## config.mk

```make
export PLATFORM = sky130hd
export DESIGN_NAME = counter
export DESIGN_NICKNAME = d
export VERILOG_FILES = /design/src/rtl/counter.sv
export SDC_FILE = /design/constraint.sdc
export NUM_CORES = 1
export LEC_CHECK = 0
export CAP_MARGIN = 10
export CORE_AREA = 2 2 39 41
export DETAILED_ROUTE_END_ITERATION = 10
export DIE_AREA = 0 0 41 43
export HOLD_SLACK_MARGIN = 0.1
export PLACE_DENSITY_LB_ADDON = 0.12
export SLEW_MARGIN = 20
export SYNTH_ARGS = -nofsm -noshare
export SYNTH_HDL_FRONTEND = slang
export SYNTH_SLANG_ARGS = --single-unit
```

## constraint.sdc

```tcl
create_clock -name clk -period 3.3 [get_ports clk]
set_clock_uncertainty 0.1 [all_clocks]
set_input_delay 0.495 -clock clk [delete_from_list [all_inputs] [get_ports clk]]
set_output_delay 0.495 -clock clk [all_outputs]
set_load 0.005 [all_outputs]
```

## src/rtl/counter.sv

```systemverilog
// WIDTH-bit synchronous up/down counter, wraps modulo 2**WIDTH; tc flags the wrap edge.
// Latency: count updates one clk edge after rst/up_down are sampled; tc is combinational.
// Backpressure: none; the counter advances on every edge.
module counter #(
    parameter int              WIDTH     = 4,
    parameter logic [WIDTH-1:0] RESET_VAL = '0
) (
    input  logic             clk,
    input  logic             rst,
    input  logic             up_down,
    output logic [WIDTH-1:0] count,
    output logic             tc
);

    localparam logic [WIDTH-1:0] ONE     = WIDTH'(1);
    localparam logic [WIDTH-1:0] MAX_VAL = '1;

    // Reset wins over counting and ignores up_down on that edge.
    always_ff @(posedge clk) begin
        if (!rst) begin
            count <= RESET_VAL;
        end else if (up_down) begin
            count <= count + ONE;
        end else begin
            count <= count - ONE;
        end
    end

    // Gated by rst so tc stays low during reset even while count is still unknown.
    always_comb begin
        tc = 1'b0;
        if (rst) begin
            tc = up_down ? (count == MAX_VAL) : (count == '0);
        end
    end

endmodule

```

# Yosys cells after proc, flatten, opt, wreduce, memory -nomap -nowiden
# Index checks and enable logic that the tools add are counted.
# word_totals
ff_bits	4
in_bits	3
out_inout_bits	5
wordCells	8
# op_classes
addsub	2
eq_ne	1
n_mux	3
reduce_logical	1
# op_table
cell	n
adder 4 x 1 -> 4 bit, second input constant	1
equality test 4 bit, second input constant	1
zero test 4 bit	1
two-way mux 4 bit	1
subtractor 4 x 1 -> 4 bit, second input constant	1
two-way mux 1 bit	2

# Longest topological paths before layout
# depth
depth_word	3
ltp_mapped	5
depth_no_buf	5

# Least setup slack after synthesis
# OpenSTA, ideal clock, no wires.
# synth_path
kind	input to register
from	input up_down
to	register count[3]
setup_ns	0.118
t_arrival_ns	1.257
required_ns	3.082
slack_ns	1.825
stages	5
n_path_buf	0
cell_sequence	inv_1 -> ha_1 -> a21oi_2 -> nand3_1 -> nor3b_2
# synth_between
elab_chain_len	1
# synth_rtl
item	line_no	rtl
start, declared	10	input logic up_down,
two-way mux 4 bit	22	end else if (up_down) begin
end signal, assigned	23	count <= count + ONE;
end signal, assigned	25	count <= count - ONE;
end, declared	11	output logic [WIDTH-1:0] count,
# No other way between the ends.
# A chain may end at the register's enable or synchronous reset.

# Worst setup path after layout
# layout_path
from	input up_down
to	output tc
# layout_between
elab_chain_len	2
# layout_rtl
item	line_no	rtl
two-way mux 1 bit	33	tc = up_down ? (count == MAX_VAL) : (count == '0);
two-way mux 1 bit	32	if (rst) begin
end, declared	12	output logic tc
# No other way between the ends.

==> run summary <==
vias per inst: 4.04
vias after detailed routing: 206
FMAX: 0.399 GHz
largest net degree at the start of global routing: 7
data arrival time of the critical path: 1.91 ns
leakage: 0.145 nW
filler cell count: 159
number of synthesized flops with an enable pin: 0
unrepaired setup endpoints after global routing: false
nets: 43
die area: 1760 um2
GP Congestion: 0.638
# IOs: 8
post-CTS setup buffer count: 0
overall die width: 41 um
CTS sink count: 4
syn nets: 31
Crit Path Class: in2out
First-pass DRT Iterations: 1
clk_lat worst skew: 0.23 ns
slowest stage cell, crit path: clkdlybuf4s50_1
effective utilization at floorplan: 16.5%
Crit. End Element: primary output
WP data required: 2.70 ns
warnings from Yosys: 0
worst hold path class: reg2reg
max reg flops: 4
H-tree depth: 1
drt initial violations: 0
CP max FO: 4
Mean Syn Cell Area: 9.16 um2
most frequent CP cell: clkdlybuf4s50_1
post-synthesis cell count: 25
CTS tree: yes
MaxCap Viol Count: 0
clk root buf: clkbuf_4
Startpoint Class: input pin
vias in the first global route: 196
Num CTS Buffers: 3
Post-CTS Hold Buffers: 0
commonest non-fill, non-tap cells in the layout: clkdlybuf4s50_1 (7), dfxtp_1 (4), nand3_1 (3), nor2_1 (3), clkbuf_4 (3)
worst vdd ir: 146 uV
CTS resizes: 0
post-synth cell types: 15
post-route ant nets: 0
Tmin final: 2.51 ns
row count: 14
dpl ws: 0.784 ns
total track usage: 6.93%
status: complete, no violations
initial antenna violation count: 0
prevailing post-synth register cell: dfxtp_1
dpl hpwl: 394 um
IO buf count: 7
Top Registers: count x4
final clock period utilization by the worst path: 76.0%
Buf/Inv on CP: 2
register area share after synthesis: 35.0%
commonest non-fill, non-tap cell in the layout: clkdlybuf4s50_1
synthesized flop and latch total: 4
Crit path max-delay family: buffers and inverters
final setup violation count: 0
Core Area: 1380 um2
crit-path cells: clkdlybuf4s50_1 > and3_1 > nand3_1 > a21oi_1 > clkdlybuf4s50_1
clock transition at the registers of the reported paths: 0.03 ns
worst slew pin tran: 0.249 ns
DRC violations left: 0
Chip Height: 43 um
worst setup margin: 0.792 ns
PwrDens: 566 nW/um2
Top reg by flops: count
wire per inst: 9.57 um
delay of the slowest cell on the worst path: 0.53 ns
Remaining Overflow, GRT: 0
ANT cells: 0
clock buffer depth: 2
Synth async-reset ratio: 0%
first-pass GRT wire length: 779 um
worst rel slew slack: 83.4%
final hold vios: 0
Final Slew Violations: 0
area growth from synthesis to layout: 49.2%
final WL: 488 um
layout cells sized above 1: 14.3%
Setup TNS Final: 0 ns
synthesized area: 229 um2
==> worst register-to-register path, stage by stage, from the launching register on <==
cell	delay, ns
dfxtp_1	0.38
ha_1	0.30
a21oi_2	0.17
nand3_1	0.08
nor3b_2	0.15
==> metrics by stage <==
stage          power, W  utilization [%]  cell area (um2)  instances  hold slack, ns
4_1_cts        0.000199             24.7              342         51           0.426
3_3_place_gp   0.000137             23.1              319         48           0.421
3_5_place_dp   0.000136             23.1              319         48           0.425
5_1_grt        0.000209             24.7              342         51           0.438
6_report       0.000193             24.7              342         51           0.420
2_1_floorplan  0.000105                -              229         25           0.377
==> where the power goes <==
| group | internal (W) | leakage, nW | switching (W) | total [W] |
|---|---|---|---|---|
| registers | 0.0000581 | 0.0334 | 0.0000117 | 0.0000698 |
| clock network | 0.0000405 | 0.0138 | 0.0000183 | 0.0000589 |
| logic | 0.0000394 | 0.0975 | 0.0000252 | 0.0000646 |
==> cells by family after synthesis <==
family          count (synthesis)  share of synthesized area, %
simple gates                   11                          26.2
fa+ha+maj                       3                          19.7
flops                           4                          35.0
xor+xnor                        2                          7.65
buf+inv                         2                          3.28
compound gates                  3                          8.20
==> cell usage after synthesis (2+ instances only) <==
cell / count / share of area (%)
dfxtp_1: 4 / 35
nand3_1: 3 / 6.6
nor2_1: 3 / 4.9
a21oi_1: 2 / 4.4
ha_1: 2 / 11
inv_1: 2 / 3.3
==> area by class of cell <==
cell class	count	area (um2)	area share (%)
multi-input cells	19	141	41.4
flip-flops and latches	4	80.1	23.4
repair buffers	7	70.1	20.5
clock buffers	3	22.5	6.59
well taps	16	20.0	5.86
inverters	2	7.51	2.20
==> metal layers <==
layer	up-vias	part of all wire, %	routed length, um	GRT usage, %
met2	4	52	253	9.69
met1	96	40	196	7.42
met3	2	6.8	33	1.57
met4	0	1.0	5	8.00
li1	104	-	-	-
met5	-	0	0	0
==> worst paths after layout <==
kind,startpoint,endpoint,slack [ns],cells past startpoint
max reg2reg,count[2],count[3],2.02,4
max,up_down,tc,0.79,5
min,count[0],count[0],0.42,1
min reg2reg,count[0],count[0],0.42,1
(Power assumes the default switching activity.)
